**src/rtl/simmem_pkg.sv**
```systemverilog
// Shared address-channel types for the simulated memory controller.
// Address payloads carry the AXI fields the delay calculator needs; iids index the response banks.
package simmem_pkg;

    localparam int unsigned IdWidth      = 4;
    localparam int unsigned AddrWidth    = 32;
    localparam int unsigned LenWidth     = 8;
    localparam int unsigned WriteIidBits = 4;
    localparam int unsigned ReadIidBits  = 4;

    typedef struct packed {
        logic [IdWidth-1:0]   id;
        logic [AddrWidth-1:0] addr;
        logic [LenWidth-1:0]  len;
    } waddr_t;

    typedef struct packed {
        logic [IdWidth-1:0]   id;
        logic [AddrWidth-1:0] addr;
        logic [LenWidth-1:0]  len;
    } raddr_t;

    typedef logic [WriteIidBits-1:0] write_iid_t;
    typedef logic [ReadIidBits-1:0]  read_iid_t;

endpackage

```
**src/rtl/simmem_addr_arbiter_if.sv**
```systemverilog
// Write/read address channel bundle: payload, internal id and valid/ready per channel.
// The master drives payload/iid/valid and the slave answers with ready.
interface simmem_addr_arbiter_if;

    simmem_pkg::waddr_t     waddr;
    simmem_pkg::write_iid_t waddr_iid;
    logic                   waddr_valid;
    logic                   waddr_ready;

    simmem_pkg::raddr_t     raddr;
    simmem_pkg::read_iid_t  raddr_iid;
    logic                   raddr_valid;
    logic                   raddr_ready;

    modport master (
        output waddr, waddr_iid, waddr_valid,
        input  waddr_ready,
        output raddr, raddr_iid, raddr_valid,
        input  raddr_ready
    );

    modport slave (
        input  waddr, waddr_iid, waddr_valid,
        output waddr_ready,
        input  raddr, raddr_iid, raddr_valid,
        output raddr_ready
    );

endinterface

```
**src/rtl/simmem_addr_arbiter.sv**
```systemverilog
// Admits at most one address request per cycle into the delay calculator, read-first with
// a saturating starvation counter that forces a write grant after MaxStarvation read wins.
module simmem_addr_arbiter #(
    parameter int unsigned MaxStarvation = 32'd4
) (
    input  logic                  clk_i,
    input  logic                  rst_ni,
    simmem_addr_arbiter_if.slave  req_if,
    simmem_addr_arbiter_if.master dc_if
);

    localparam int unsigned StarvW = (MaxStarvation == 32'd0) ? 32'd1 : $clog2(MaxStarvation + 32'd1);
    localparam logic [StarvW-1:0] StarvMax = StarvW'(MaxStarvation);

    typedef enum logic [0:0] {
        READ_PRIO  = 1'b0,
        WRITE_PRIO = 1'b1
    } arb_state_e;

    // With a zero budget the write side owns priority from the very first cycle.
    localparam arb_state_e ResetState = (MaxStarvation == 32'd0) ? WRITE_PRIO : READ_PRIO;

    logic                   active_r;
    arb_state_e             state_r;
    logic [StarvW-1:0]      starv_r;

    logic                   w_valid_r;
    simmem_pkg::waddr_t     w_addr_r;
    simmem_pkg::write_iid_t w_iid_r;
    logic                   r_valid_r;
    simmem_pkg::raddr_t     r_addr_r;
    simmem_pkg::read_iid_t  r_iid_r;

    logic                   w_free_s;
    logic                   r_free_s;
    logic                   w_elig_s;
    logic                   r_elig_s;
    logic                   w_grant_s;
    logic                   r_grant_s;
    logic [StarvW-1:0]      starv_next_s;
    arb_state_e             state_next_s;

    // A slot is free when empty or draining this cycle; active_r holds ready low through reset.
    always_comb begin
        w_free_s = !w_valid_r || dc_if.waddr_ready;
        r_free_s = !r_valid_r || dc_if.raddr_ready;
        w_elig_s = active_r && req_if.waddr_valid && w_free_s;
        r_elig_s = active_r && req_if.raddr_valid && r_free_s;
    end

    // Single-grant arbitration: the priority state only matters when both channels compete.
    always_comb begin
        w_grant_s = 1'b0;
        r_grant_s = 1'b0;
        if (w_elig_s && r_elig_s) begin
            if (state_r == WRITE_PRIO) begin
                w_grant_s = 1'b1;
            end else begin
                r_grant_s = 1'b1;
            end
        end else if (w_elig_s) begin
            w_grant_s = 1'b1;
        end else if (r_elig_s) begin
            r_grant_s = 1'b1;
        end else begin
            w_grant_s = 1'b0;
            r_grant_s = 1'b0;
        end
    end

    // Starvation bookkeeping: only a contested read win counts; a write blocked by its own slot holds.
    always_comb begin
        starv_next_s = starv_r;
        if (w_elig_s && r_elig_s && r_grant_s) begin
            if (starv_r == StarvMax) begin
                starv_next_s = starv_r;
            end else begin
                starv_next_s = starv_r + StarvW'(1);
            end
        end else if (w_grant_s || !req_if.waddr_valid) begin
            starv_next_s = '0;
        end else begin
            starv_next_s = starv_r;
        end

        if (starv_next_s == StarvMax) begin
            state_next_s = WRITE_PRIO;
        end else begin
            state_next_s = READ_PRIO;
        end
    end

    // Arbitration FSM together with its starvation counter and the post-reset enable.
    always_ff @(posedge clk_i or negedge rst_ni) begin
        if (!rst_ni) begin
            active_r <= 1'b0;
            state_r  <= ResetState;
            starv_r  <= '0;
        end else begin
            active_r <= 1'b1;
            state_r  <= state_next_s;
            starv_r  <= starv_next_s;
        end
    end

    // Write slot: a grant refills it even while draining, otherwise a drain empties it.
    always_ff @(posedge clk_i or negedge rst_ni) begin
        if (!rst_ni) begin
            w_valid_r <= 1'b0;
            w_addr_r  <= '0;
            w_iid_r   <= '0;
        end else begin
            if (w_grant_s) begin
                w_valid_r <= 1'b1;
                w_addr_r  <= req_if.waddr;
                w_iid_r   <= req_if.waddr_iid;
            end else if (w_valid_r && dc_if.waddr_ready) begin
                w_valid_r <= 1'b0;
            end else begin
                w_valid_r <= w_valid_r;
            end
        end
    end

    // Read slot: same refill-or-drain behaviour as the write slot.
    always_ff @(posedge clk_i or negedge rst_ni) begin
        if (!rst_ni) begin
            r_valid_r <= 1'b0;
            r_addr_r  <= '0;
            r_iid_r   <= '0;
        end else begin
            if (r_grant_s) begin
                r_valid_r <= 1'b1;
                r_addr_r  <= req_if.raddr;
                r_iid_r   <= req_if.raddr_iid;
            end else if (r_valid_r && dc_if.raddr_ready) begin
                r_valid_r <= 1'b0;
            end else begin
                r_valid_r <= r_valid_r;
            end
        end
    end

    assign req_if.waddr_ready = w_grant_s;
    assign req_if.raddr_ready = r_grant_s;

    assign dc_if.waddr       = w_addr_r;
    assign dc_if.waddr_iid   = w_iid_r;
    assign dc_if.waddr_valid = w_valid_r;
    assign dc_if.raddr       = r_addr_r;
    assign dc_if.raddr_iid   = r_iid_r;
    assign dc_if.raddr_valid = r_valid_r;

endmodule

```
**src/flat_wrapper.sv**
```systemverilog
// flat-port wrapper written by rule: the top's interface ports become plain ports
module simmem_addr_arbiter_flat 
#(
    parameter int unsigned MaxStarvation = 32'd4
)
  (clk_i, rst_ni, req_if_waddr, req_if_waddr_iid, req_if_waddr_valid, req_if_waddr_ready, req_if_raddr, req_if_raddr_iid, req_if_raddr_valid, req_if_raddr_ready, dc_if_waddr, dc_if_waddr_iid, dc_if_waddr_valid, dc_if_waddr_ready, dc_if_raddr, dc_if_raddr_iid, dc_if_raddr_valid, dc_if_raddr_ready);
  simmem_addr_arbiter_if req_if_i ();
  simmem_addr_arbiter_if dc_if_i ();
  input  logic clk_i;
  input  logic rst_ni;
  input wire logic [$bits(req_if_i.waddr)-1:0] req_if_waddr;
  input wire logic [$bits(req_if_i.waddr_iid)-1:0] req_if_waddr_iid;
  input wire logic [$bits(req_if_i.waddr_valid)-1:0] req_if_waddr_valid;
  output wire logic [$bits(req_if_i.waddr_ready)-1:0] req_if_waddr_ready;
  input wire logic [$bits(req_if_i.raddr)-1:0] req_if_raddr;
  input wire logic [$bits(req_if_i.raddr_iid)-1:0] req_if_raddr_iid;
  input wire logic [$bits(req_if_i.raddr_valid)-1:0] req_if_raddr_valid;
  output wire logic [$bits(req_if_i.raddr_ready)-1:0] req_if_raddr_ready;
  output wire logic [$bits(dc_if_i.waddr)-1:0] dc_if_waddr;
  output wire logic [$bits(dc_if_i.waddr_iid)-1:0] dc_if_waddr_iid;
  output wire logic [$bits(dc_if_i.waddr_valid)-1:0] dc_if_waddr_valid;
  input wire logic [$bits(dc_if_i.waddr_ready)-1:0] dc_if_waddr_ready;
  output wire logic [$bits(dc_if_i.raddr)-1:0] dc_if_raddr;
  output wire logic [$bits(dc_if_i.raddr_iid)-1:0] dc_if_raddr_iid;
  output wire logic [$bits(dc_if_i.raddr_valid)-1:0] dc_if_raddr_valid;
  input wire logic [$bits(dc_if_i.raddr_ready)-1:0] dc_if_raddr_ready;
  assign req_if_i.waddr = req_if_waddr;
  assign req_if_i.waddr_iid = req_if_waddr_iid;
  assign req_if_i.waddr_valid = req_if_waddr_valid;
  assign req_if_waddr_ready = req_if_i.waddr_ready;
  assign req_if_i.raddr = req_if_raddr;
  assign req_if_i.raddr_iid = req_if_raddr_iid;
  assign req_if_i.raddr_valid = req_if_raddr_valid;
  assign req_if_raddr_ready = req_if_i.raddr_ready;
  assign dc_if_waddr = dc_if_i.waddr;
  assign dc_if_waddr_iid = dc_if_i.waddr_iid;
  assign dc_if_waddr_valid = dc_if_i.waddr_valid;
  assign dc_if_i.waddr_ready = dc_if_waddr_ready;
  assign dc_if_raddr = dc_if_i.raddr;
  assign dc_if_raddr_iid = dc_if_i.raddr_iid;
  assign dc_if_raddr_valid = dc_if_i.raddr_valid;
  assign dc_if_i.raddr_ready = dc_if_raddr_ready;
  simmem_addr_arbiter #(.MaxStarvation(MaxStarvation)) u_core (.clk_i(clk_i), .rst_ni(rst_ni), .req_if(req_if_i), .dc_if(dc_if_i));
endmodule
```
**config.mk**
```make
export PLATFORM = sky130hd
export DESIGN_NAME = simmem_addr_arbiter_flat
export DESIGN_NICKNAME = d
export VERILOG_FILES = /design/src/rtl/simmem_pkg.sv /design/src/rtl/simmem_addr_arbiter_if.sv /design/src/rtl/simmem_addr_arbiter.sv /design/src/flat_wrapper.sv
export SDC_FILE = /design/constraint.sdc
export NUM_CORES = 1
export LEC_CHECK = 0
export ABC_AREA = 1
export BUFFER_PORTS_ARGS = -buffer_cell sky130_fd_sc_hd__buf_4
export CORE_AREA = 2 2 98 100
export CTS_CLUSTER_DIAMETER = 30
export DETAILED_ROUTE_END_ITERATION = 8
export DIE_AREA = 0 0 100 102
export GPL_TIMING_DRIVEN = 0
export PLACE_DENSITY = 0.78
export SLEW_MARGIN = 25
export SYNTH_ARGS = -nofsm -noshare
export SYNTH_HDL_FRONTEND = slang
export SYNTH_SLANG_ARGS = --single-unit
export TNS_END_PERCENT = 30
```
**constraint.sdc**
```tcl
create_clock -name clk_i -period 1.8 [get_ports clk_i]
set_input_delay 0 -clock clk_i [delete_from_list [all_inputs] [get_ports clk_i]]
set_output_delay 0 -clock clk_i [all_outputs]
set_load 0.02 [all_outputs]
```
==> After elaboration in Yosys (flattened, before gate mapping) <==
Index checks and enable logic that the tools add are counted.
{ "op_classes": {"mux": 15, "n_reduce_logical": 16, "n_eq_ne": 2, "add_sub_neg": 1} }
{ "op_table": {"columns": ["op", "n"], "rows": [
  ["two-way mux 1 bit", 12],
  ["two-way mux 3 bit", 3],
  ["logical AND 1 bit", 8],
  ["equality test 3 bit, second input constant", 2],
  ["nonzero test 2 bit", 2],
  ["adder 3 x 1 -> 3 bit, second input constant", 1],
  ["zero test 1 bit", 3],
  ["logical OR 1 bit", 3]
]} }
{ "totals": {"inputBits": 102, "reg_bits": 103, "out_inout_bits": 100} }

==> Longest topological paths before layout <==
Gate-level depths: netlist (run 1).
{ "depth": {"ltp_word": 10, "mapped_depth": 11, "mapped_depth_nobuf": 9} }

==> Least setup slack after synthesis (run 1) <==
No wires, ideal clock.
{ "synth_timing": {"kind": "register -> register", "from": "register u_core.w_valid_r (netlist: u_core.dc_if.waddr_valid)", "to": "register u_core.r_addr_r (netlist bit u_core.dc_if.raddr[40])", "t_arrival_ns": 1.213, "setup_ns": 0.116, "slack_ns": 0.470, "path_buffers": 2, "stages_incl_launch_ff": 11, "path_cell_list": "dfrtp_1 nand2_2 nand3_2 inv_2 nand2_1 nand2_2 inv_2 buf_6 buf_6 nand2_1 nand2_1"} }
{ "synth_via": {"elab_chain_len": 5, "elab_cells_between_ends": 6, "classes_between": "mux (2); reduce/logical (4)"} }
{ "synth_rtl": {"columns": ["element", "line", "rtl"], "rows": [
  ["start: declaration", "simmem_addr_arbiter.sv:27", "logic w_valid_r;"],
  ["start signal: assignment", "simmem_addr_arbiter.sv:120", "w_valid_r <= w_valid_r;"],
  ["zero test 1 bit (*)", "simmem_addr_arbiter.sv:45", "w_free_s = !w_valid_r || dc_if.waddr_ready;"],
  ["logical OR 1 bit (*)", "simmem_addr_arbiter.sv:45", null],
  ["logical AND 1 bit (*)", "simmem_addr_arbiter.sv:47", "w_elig_s = active_r && req_if.waddr_valid && w_free_s;"],
  ["two-way mux 1 bit or logical AND 1 bit (tied branches)", "simmem_addr_arbiter.sv:61, simmem_addr_arbiter.sv:55", null],
  ["two-way mux 1 bit (*)", "simmem_addr_arbiter.sv:55", "if (w_elig_s && r_elig_s) begin"],
  ["end signal: assignment", "simmem_addr_arbiter.sv:134", "r_addr_r <= req_if.raddr;"],
  ["end: declaration", "simmem_addr_arbiter.sv:31", "simmem_pkg::raddr_t r_addr_r;"]
]} }
Every way passes the cells marked *; elsewhere a longest branch is shown, timed or not.
A chain may end at the register's enable or synchronous reset.

==> Worst setup path after layout (run 1) <==
{ "layout_timing": {"from": "register u_core.w_valid_r (netlist: u_core.dc_if.waddr_valid)", "to": "output req_if_raddr_ready"} }
{ "layout_via": {"elab_chain_len": 5, "elab_cells_between_ends": 6, "classes_between": "mux (2); reduce/logical (4)"} }
{ "layout_rtl": {"columns": ["element", "line", "rtl"], "rows": [
  ["zero test 1 bit (*)", "simmem_addr_arbiter.sv:45", null],
  ["logical OR 1 bit (*)", "simmem_addr_arbiter.sv:45", null],
  ["logical AND 1 bit (*)", "simmem_addr_arbiter.sv:47", null],
  ["two-way mux 1 bit or logical AND 1 bit (tied branches)", "simmem_addr_arbiter.sv:61, simmem_addr_arbiter.sv:55", null],
  ["two-way mux 1 bit (*)", "simmem_addr_arbiter.sv:55", null],
  ["end: declaration", "flat_wrapper.sv:18", "output wire logic [$bits(req_if_i.raddr_ready)-1:0] req_if_raddr_ready;"]
]} }
Marked as above.

==> flow_metrics.env, run 1 <==
export IMPL_start_kind="register"
export IMPL_cts_max_level=3
export IMPL_finalHoldViolCount=0
export IMPL_arrival_ns=1.67
export IMPL_via_count=4164
export IMPL_worstPathRequired_ns=1.80
export IMPL_maxCapViolations=0
export IMPL_reg2reg_from="u_core.dc_if.waddr_valid$_DFFE_PN0P_"
export IMPL_finalPower_mw=6.30
export IMPL_nets=874
export IMPL_final_common_cell="nand2_1"
export IMPL_detail_route_first_pass_iterations=4
export IMPL_power_frac_comb_pct=33.1
export IMPL_p_sw_mw=2.15
export IMPL_area_delta_synth_final_pct=70.8
export IMPL_clock_skew_ns=0.0101
export IMPL_place_area_sq_um=5670
export IMPL_antenna_found_initial=0
export IMPL_antennaDiodeCount=0
export IMPL_die_height_um=102
export IMPL_grt_pass1_vias=4355
export IMPL_cts_buffer_depth=2
export IMPL_rsz0062_at_grt="false"
export IMPL_r2r_slack_ns=0.29
export IMPL_synth_fp_nets=561
export IMPL_worst_r2r_path_depth=10
export IMPL_hold_class="in2async"
export IMPL_p_sw_share_pct=34.2
export IMPL_regArea_sq_um=2580
export IMPL_core_sq_um=9110
export IMPL_end_kind="output pin"
export IMPL_drtIter0Drc=160
export IMPL_seq_area_frac_synth_pct=64.2
export IMPL_layout_common_cells="nand2_1, buf_4, dfrtp_1, dlygate4sd3_1, buf_2"
export IMPL_post_route_period_util_pct=92.8
export IMPL_clkTransAtPathRegs_ns=0.10
export IMPL_route_detailed_drc=0
export IMPL_gp_congestion=0.806
export IMPL_status="complete, no violations"
export IMPL_port_buffer_count=201
export IMPL_crit_type="reg2out"
export IMPL_insertion_delay_ns=0.36
export IMPL_power_density_nw_per_um2=918
export IMPL_ys_ff_latch=103
export IMPL_netlist_area_sq_um=4020
export IMPL_start_util_pct=44.1
export IMPL_seqPwrFrac_pct=46.6
export IMPL_grt_overflow=0
export IMPL_multiInputGateArea_sq_um=1250
export IMPL_vias_per_cell=4.71
export IMPL_cts_tree="yes"
export IMPL_grt_use_total_pct=26.6
export IMPL_synth_distinct_cells=17
export IMPL_drive_above_1_share_pct=31.8
export IMPL_n_fill_cell=582
export IMPL_design_area_sq_um=6860
export IMPL_postRouteAntennaNets=0
export IMPL_path_max_fanout=10
export IMPL_synth_warning_count=0
export IMPL_grt_max_degree=104
export IMPL_drt_wl_total_um=13400
export IMPL_grt_pass1_wl_um=21100
export IMPL_setup_viol=0
export IMPL_slew_viol_final=0
export IMPL_cts_buffers=9
export IMPL_postSynthCellCount=457
export IMPL_period_needed_ns=1.67
export IMPL_p_int_mw=4.15
export IMPL_rows=35
export IMPL_total_leakage_power_nw=3.85
export IMPL_irDropWorstVdd_uv=556
export IMPL_cts_sinks=103
export IMPL_pin_count=202
export IMPL_power_frac_clock_pct=20.3
export IMPL_tns_ns=0
export IMPL_dpl_hpwl_um=7800
export IMPL_avgSynthCellArea_sq_um=8.79
export IMPL_fp_dieW_um=100
export IMPL_cts_setup_buffers=0
export IMPL_routedWlPerCell_um=15.1
export IMPL_fmax_mhz=599
export IMPL_die_area_sq_um=10200
export IMPL_r2r_end="u_core.dc_if.raddr_iid[2]$_DFFE_PN0P_"
export IMPL_cts_root_buffer="clkbuf_8"
==> repair_timing <==
item	CTS	global route
endpoints found under the hold margin	202	0
hold buffers	100	0
resized for setup	0	0
==> area by class of cell <==
class	count	share of cell area [%]
inverters	15	0.821
flip-flops and latches	103	37.6
well taps	111	2.02
plain buffers	20	1.95
multi-input cells	319	18.2
clock inverters	5	0.529
clock buffers	10	1.86
repair buffers	302	37.0
==> synthesized netlist by cell type <==
library cell	instances	area (sq um)
nor2_1	3	11.3
nand2_1	301	1130
nand3_2	2	20.0
ha_1	2	25.0
a21oi_1	2	10.0
inv_2	5	18.8
dfrtp_1	103	2580
nand3_1	3	15.0
buf_2	11	55.1
buf_6	4	45.0
nand2_2	3	18.8
or2_2	1	6.26
xor2_1	1	8.76
inv_1	10	37.5
clkbuf_1	1	3.75
buf_4	4	30.0
conb_1	1	3.75
==> worst max-delay path, stage by stage, from the launching register on <==
cell	delay [ns]
dfrtp_1	0.42
nand2_2	0.11
nand3_2	0.08
inv_2	0.09
nand2_1	0.06
nand2_2	0.12
inv_2	0.08
buf_2	0.19
buf_4	0.17
==> worst max-delay path by stage <==
stage | start | to | slack (ns) | cells past startpoint
2_1_floorplan | u_core.dc_if.waddr_valid$_DFFE_PN0P_ | u_core.dc_if.raddr[40]$_DFFE_PN0P_ | 0.47 | 10
3_5_place_dp | u_core.dc_if.waddr_valid$_DFFE_PN0P_ | u_core.dc_if.raddr_iid[2]$_DFFE_PN0P_ | 0.32 | 10
4_1_cts | u_core.dc_if.waddr_valid$_DFFE_PN0P_ | req_if_raddr_ready | 0.10 | 8
3_3_place_gp | u_core.dc_if.waddr_valid$_DFFE_PN0P_ | u_core.dc_if.raddr_iid[2]$_DFFE_PN0P_ | 0.36 | 10
5_1_grt | u_core.dc_if.waddr_valid$_DFFE_PN0P_ | req_if_raddr_ready | 0.01 | 8
6_report | u_core.dc_if.waddr_valid$_DFFE_PN0P_ | req_if_raddr_ready | 0.13 | 8
==> flip-flops by register name, summed over array words and instances, names as in the netlist <==
signal	flops
u_core.dc_if.raddr	44
u_core.dc_if.waddr	44
u_core.dc_if.raddr_iid	4
u_core.dc_if.waddr_iid	4
u_core.starv_r	3
u_core.active_r	1
u_core.dc_if.raddr_valid	1
u_core.dc_if.waddr_valid	1
u_core.state_r	1
==> per-stage QoR <==
stage / worst slack, ns / hold slack [ns] / utilization, % / cells
final: 0.130 / 0.0835 / 75.3 / 885
after global placement: 0.360 / 0.193 / 62.2 / 769
after detailed placement: 0.318 / 0.188 / 62.2 / 769
after floorplan: 0.470 / -0.296 / - / 457
after global routing: 0.0136 / 0.0729 / 75.3 / 885
after CTS: 0.101 / 0.123 / 75.0 / 884
==> kinds of logic after synthesis <==
group	count (synthesis)	synth area share, %
simple gates	313	29.9
flops	103	64.2
buf+inv	35	4.74
compound gates	2	0.249
fa+ha+maj	2	0.623
xor+xnor	1	0.218
other cells	1	0.0934
==> power by group through the flow <==
stage / Sequential, mW / Clock (mW) / Combinational (mW)
final: 2.94 / 1.28 / 2.08
after global placement: 2.94 / 0 / 1.82
after CTS: 2.92 / 1.32 / 2.04
after detailed placement: 2.95 / 0 / 1.86
after floorplan: 3.41 / 0 / 0.413
after global routing: 2.98 / 1.40 / 2.23
==> per-layer routing <==
metal	GRT usage [%]	part of all wire, %	up-vias
met5	0	0	-
met4	10.4	2.3	0
met3	6.29	7.7	28
met2	47.2	50	199
met1	31.5	40	1951
li1	-	-	1986
Note: power is estimated with default switching activity, not from simulation.
==> run 2, diff against run 1 <==
GPL_TIMING_DRIVEN = unset   (was 0)
==> run 2 against run 1 <==
Design area fell by 0.20%. Register-to-register slack is essentially flat. Non-clock buffer count down 15. Sequential share of layout area grew 0.076 points. Fmax is 1.9% higher. Largest power group unchanged.
==> flow_metrics.env, run 2 (synthesis results as in run 1) <==
export IMPL_status="complete, no violations"
export IMPL_gp_congestion=0.894
export IMPL_end_kind="output pin"
export IMPL_die_area_sq_um=10200
export IMPL_post_route_period_util_pct=91.0
export IMPL_grt_pass1_vias=4311
export IMPL_drt_wl_total_um=12800
export IMPL_drive_above_1_share_pct=30.8
export IMPL_pin_count=202
export IMPL_relSlewSlack_pct=63.5
export IMPL_rows=35
export IMPL_cts_max_level=3
export IMPL_seqPwrFrac_pct=45.3
export IMPL_finalHoldViolCount=0
export IMPL_rsz0062_at_grt="false"
export IMPL_fmax_mhz=610
export IMPL_grt_overflow=0
export IMPL_total_leakage_power_nw=3.82
export IMPL_die_height_um=102
export IMPL_final_common_cell="nand2_1"
export IMPL_path_max_fanout=49
export IMPL_crit_type="reg2out"
export IMPL_area_delta_synth_final_pct=70.5
export IMPL_start_kind="register"
export IMPL_setup_viol=0
export IMPL_drtIter0Drc=162
export IMPL_finalPower_mw=6.48
export IMPL_dpl_hpwl_um=7180
export IMPL_maxCapViolations=0
export IMPL_hold_class="in2reg"
export IMPL_detail_route_first_pass_iterations=5
export IMPL_insertion_delay_ns=0.35
export IMPL_nets=859
export IMPL_arrival_ns=1.64
export IMPL_route_detailed_drc=0
export IMPL_cts_buffer_depth=2
export IMPL_clkTransAtPathRegs_ns=0.10
export IMPL_layout_common_cells="nand2_1, buf_4, dfrtp_1, dlygate4sd3_1"
export IMPL_fp_dieW_um=100
export IMPL_p_sw_mw=2.15
export IMPL_postRouteAntennaNets=0
export IMPL_via_count=4104
export IMPL_grt_max_degree=104
export IMPL_antenna_found_initial=0
export IMPL_routedWlPerCell_um=14.7
export IMPL_cts_tree="yes"
export IMPL_power_density_nw_per_um2=946
export IMPL_clock_skew_ns=0.0116
export IMPL_slew_viol_final=0
export IMPL_cts_buffers=9
export IMPL_grt_use_total_pct=25.3
export IMPL_cts_root_buffer="clkbuf_8"
export IMPL_p_int_mw=4.33
export IMPL_power_frac_comb_pct=31.8
export IMPL_worst_r2r_path_depth=8
export IMPL_power_frac_clock_pct=23.0
export IMPL_worstHoldPathCells=7
export IMPL_vias_per_cell=4.71
export IMPL_port_buffer_count=201
export IMPL_tightest_slew_ns=0.548
export IMPL_p_sw_share_pct=33.2
export IMPL_period_needed_ns=1.64
export IMPL_start_util_pct=44.1
export IMPL_irDropWorstVdd_uv=538
export IMPL_tns_ns=0
export IMPL_grt_pass1_wl_um=20200
export IMPL_cts_sinks=103
export IMPL_core_sq_um=9110
export IMPL_worstPathRequired_ns=1.80
run 2: changes by cell type in the layout (fill, tap and decap cells not counted), moves of 2 or more:
cell	delta
buf_2	-11
clkinvlp_4	-2
buf_4	-2
buf_6	-4
buf_12	+4
clkbuf_1	-2
run 2: cell type report:
class	count	area, sq um
Antenna cell	1	2.50
Clock inverter	6	68.8
Timing Repair Buffer	307	2610
Sequential cell	103	2580
Multi-Input combinational cell	319	1250
Inverter	15	58.8
Tap cell	111	139
Fill cell	603	2260
Clock buffer	10	138
run 2: routing by layer:
metal | global-route usage, % | vias to the layer above | share of wire, %
li1 | - | 1951 | -
met1 | 29.4 | 1916 | 39
met2 | 43.8 | 205 | 50
met3 | 7.66 | 32 | 8.7
met4 | 11.0 | 0 | 2.5
met5 | 0 | - | 0
run 2: what timing repair did:
action | CTS | global route
endpoints found under the setup margin | 0 | 2
endpoints found under the hold margin | 203 | 0
resized for setup | 0 | 3
hold buffers | 100 | 0
buffers inserted | 0 | 0
run 2: final timing paths:
check,startpoint,slack [ns],end
min,req_if_raddr_valid,0.16,u_core.starv_r[2]$_DFF_PN0_
max reg2reg,u_core.dc_if.waddr_valid$_DFFE_PN0P_,0.29,u_core.dc_if.raddr[24]$_DFFE_PN0P_
min in group asynchronous,rst_ni,0.24,u_core.dc_if.raddr[10]$_DFFE_PN0P_
min reg2reg,u_core.dc_if.raddr[11]$_DFFE_PN0P_,0.49,u_core.dc_if.raddr[11]$_DFFE_PN0P_
max in group asynchronous,rst_ni,1.13,u_core.dc_if.raddr[2]$_DFFE_PN0P_
max,u_core.dc_if.waddr_valid$_DFFE_PN0P_,0.16,req_if_waddr_ready
run 2: critical path, cell delays in order (launching register included):
cell and delay [ns]:
dfrtp_1 0.40, nand2_2 0.11, nand3_2 0.08, inv_2 0.09
nand2_4 0.13, inv_2 0.10, buf_12 0.22, buf_6 0.16
run 2: per-stage QoR:
step	util (%)	instance area, sq um	std cells	setup WS [ns]	hold WS [ns]
6_report	75.2	6850	872	0.161	0.164
5_1_grt	75.1	6840	871	0.0146	0.180
4_1_cts	75.0	6830	871	0.0257	0.119
3_5_place_dp	61.8	5630	755	0.375	0.112
3_3_place_gp	61.8	5630	755	0.439	0.101
2_1_floorplan	-	4020	457	0.470	-0.296
run 2: power by group through the flow:
stage | logic [mW] | registers [mW] | clock network, mW
floorplan | 0.413 | 3.41 | 0
global placement | 1.81 | 2.94 | 0
detailed placement | 1.85 | 2.95 | 0
CTS | 2.03 | 2.91 | 1.54
global route | 2.21 | 2.97 | 1.63
finish | 2.06 | 2.93 | 1.49
==> run 3, diff against run 2 <==
RECOVER_POWER = 50   (was unset)
SKIP_CTS_REPAIR_TIMING = 1   (was unset)
==> run 3 against run 2 <==
Design area fell by 2.6%. Setup slack worse by 0.016 ns. Core utilization is 2.0 points lower. Hold slack improved by 0.0047 ns. Register-to-register slack about the same. Critical endpoint unchanged. Largest cell class is now sequential cells. Highest routed layer unchanged.
==> flow_metrics.env, run 3 (synthesis results as in run 1) <==
export IMPL_start_util_pct=44.1
export IMPL_maxCapViolations=0
export IMPL_grt_overflow=0
export IMPL_cts_buffers=9
export IMPL_r2r_slack_ns=0.30
export IMPL_crit_chain="nand2_2, nand3_2, inv_2, nand2_4, inv_2, buf_12, buf_4"
export IMPL_gp_congestion=0.894
export IMPL_reg2reg_from="u_core.dc_if.waddr_valid$_DFFE_PN0P_"
export IMPL_drive_above_1_share_pct=24.4
export IMPL_detail_route_first_pass_iterations=4
export IMPL_slowest_stage="dfrtp_1"
export IMPL_status="complete, no violations"
export IMPL_antenna_found_initial=0
export IMPL_cts_buffer_depth=2
export IMPL_vias_per_cell=4.74
export IMPL_tns_ns=0
export IMPL_setup_viol=0
export IMPL_place_area_sq_um=5630
export IMPL_nets=860
export IMPL_dpl_hpwl_um=7180
export IMPL_multiInputGateArea_sq_um=1250
export IMPL_die_area_sq_um=10200
export IMPL_tightest_slew_ns=1.38
export IMPL_grt_busiest_layer="met2"
export IMPL_cp_startpoint="u_core.dc_if.waddr_valid$_DFFE_PN0P_"
export IMPL_cts_sinks=103
export IMPL_n_fill_cell=663
export IMPL_antennaDiodeCount=0
export IMPL_slowest_delay_ns=0.40
export IMPL_start_kind="register"
export IMPL_period_needed_ns=1.66
export IMPL_worstPathRequired_ns=1.80
export IMPL_end_kind="output pin"
export IMPL_cts_tree="yes"
export IMPL_core_sq_um=9110
export IMPL_total_leakage_power_nw=3.64
export IMPL_power_density_nw_per_um2=949
export IMPL_routedWlPerCell_um=14.7
export IMPL_grt_pass1_vias=3447
export IMPL_irDropWorstVdd_uv=508
export IMPL_use_met3_pct=6.77
export IMPL_die_height_um=102
export IMPL_drtIter0Drc=151
export IMPL_drt_wl_total_um=12800
export IMPL_postRouteAntennaNets=0
export IMPL_arrival_ns=1.66
export IMPL_finalHoldViolCount=0
export IMPL_worstHoldPathCells=7
export IMPL_post_route_period_util_pct=91.9
export IMPL_endpoint="req_if_waddr_ready"
export IMPL_grt_use_total_pct=19.7
export IMPL_clkTransAtPathRegs_ns=0.10
export IMPL_design_area_sq_um=6670
export IMPL_area_delta_synth_final_pct=66.0
export IMPL_crit_type="reg2out"
export IMPL_cts_max_level=3
export IMPL_clock_skew_ns=0.0102
export IMPL_relSlewSlack_pct=8.15
export IMPL_fp_dieW_um=100
export IMPL_path_max_fanout=25
export IMPL_grt_pass1_wl_um=15900
export IMPL_grt_util_met2_pct=32.5
export IMPL_regArea_sq_um=2580
export IMPL_insertion_delay_ns=0.35
export IMPL_cts_root_buffer="clkbuf_8"
export IMPL_grtUsageMet1_pct=24.9
export IMPL_slew_viol_final=0
export IMPL_route_detailed_drc=0
export IMPL_via_count=4136
export IMPL_pin_count=202
export IMPL_rsz0062_at_grt="false"
export IMPL_r2r_end="u_core.dc_if.raddr[33]$_DFFE_PN0P_"
export IMPL_crit_top_cell="inv_2"
export IMPL_port_buffer_count=201
export IMPL_final_common_cell="nand2_1"
export IMPL_grt_max_degree=104
export IMPL_layout_common_cells="nand2_1, buf_4, dfrtp_1, dlygate4sd3_1, clkbuf_1"
export IMPL_hold_class="in2reg"
export IMPL_rows=35
export IMPL_fmax_mhz=604
export IMPL_worst_r2r_path_depth=8
-- run 3: cell types whose count changed in the layout (fill, tap and decap cells not counted), sizes merged --
cell / change
buf: -51
clkbuf: +52
diode: -1
-- run 3: layout make-up --
type | count | share of cell area [%]
clock inverters | 6 | 1.03
repair buffers | 308 | 36.5
inverters | 15 | 0.882
well taps | 111 | 2.08
clock buffers | 10 | 2.06
multi-input cells | 319 | 18.8
flip-flops and latches | 103 | 38.6
-- run 3: worst min-delay path by stage --
stage | from | end | slack (ns)
floorplan | rst_ni | u_core.active_r$_DFF_PN0_ | -0.30
global placement | rst_ni | u_core.dc_if.raddr[41]$_DFFE_PN0P_ | 0.10
detailed placement | rst_ni | u_core.dc_if.raddr[10]$_DFFE_PN0P_ | 0.11
CTS | rst_ni | u_core.dc_if.raddr[10]$_DFFE_PN0P_ | -0.28
global route | req_if_raddr_valid | u_core.starv_r[2]$_DFF_PN0_ | 0.18
finish | req_if_raddr_valid | u_core.starv_r[2]$_DFF_PN0_ | 0.17
-- run 3: metal layers --
| layer | vias up | wire (um) |
|---|---|---|
| li1 | 1953 | - |
| met1 | 1969 | 5210 |
| met2 | 202 | 6450 |
| met3 | 12 | 992 |
| met4 | 0 | 134 |
| met5 | - | 0 |
-- run 3: metrics by stage --
step / power [mW] / cells / setup WS (ns) / hold slack (ns) / utilization [%]
floorplan: 3.82 / 457 / 0.470 / -0.296 / -
finish: 6.33 / 872 / 0.145 / 0.169 / 73.2
CTS: 6.31 / 771 / 0.0257 / -0.283 / 64.0
global route: 6.66 / 872 / 0.0222 / 0.182 / 73.2
global placement: 4.75 / 755 / 0.439 / 0.101 / 61.8
detailed placement: 4.80 / 755 / 0.375 / 0.112 / 61.8
-- run 3: critical path: cells and delay by family, from the launching register on --
family	cells	cell delay, ns
and+or+nand+nor	3	0.32
DFF	1	0.40
buffers and inverters	4	0.57
-- run 3: power breakdown --
group / switching [mW] / internal, mW
combinational: 1.12 / 0.792
clock: 0.804 / 0.690
sequential: 0.235 / 2.69
total: 2.16 / 4.17
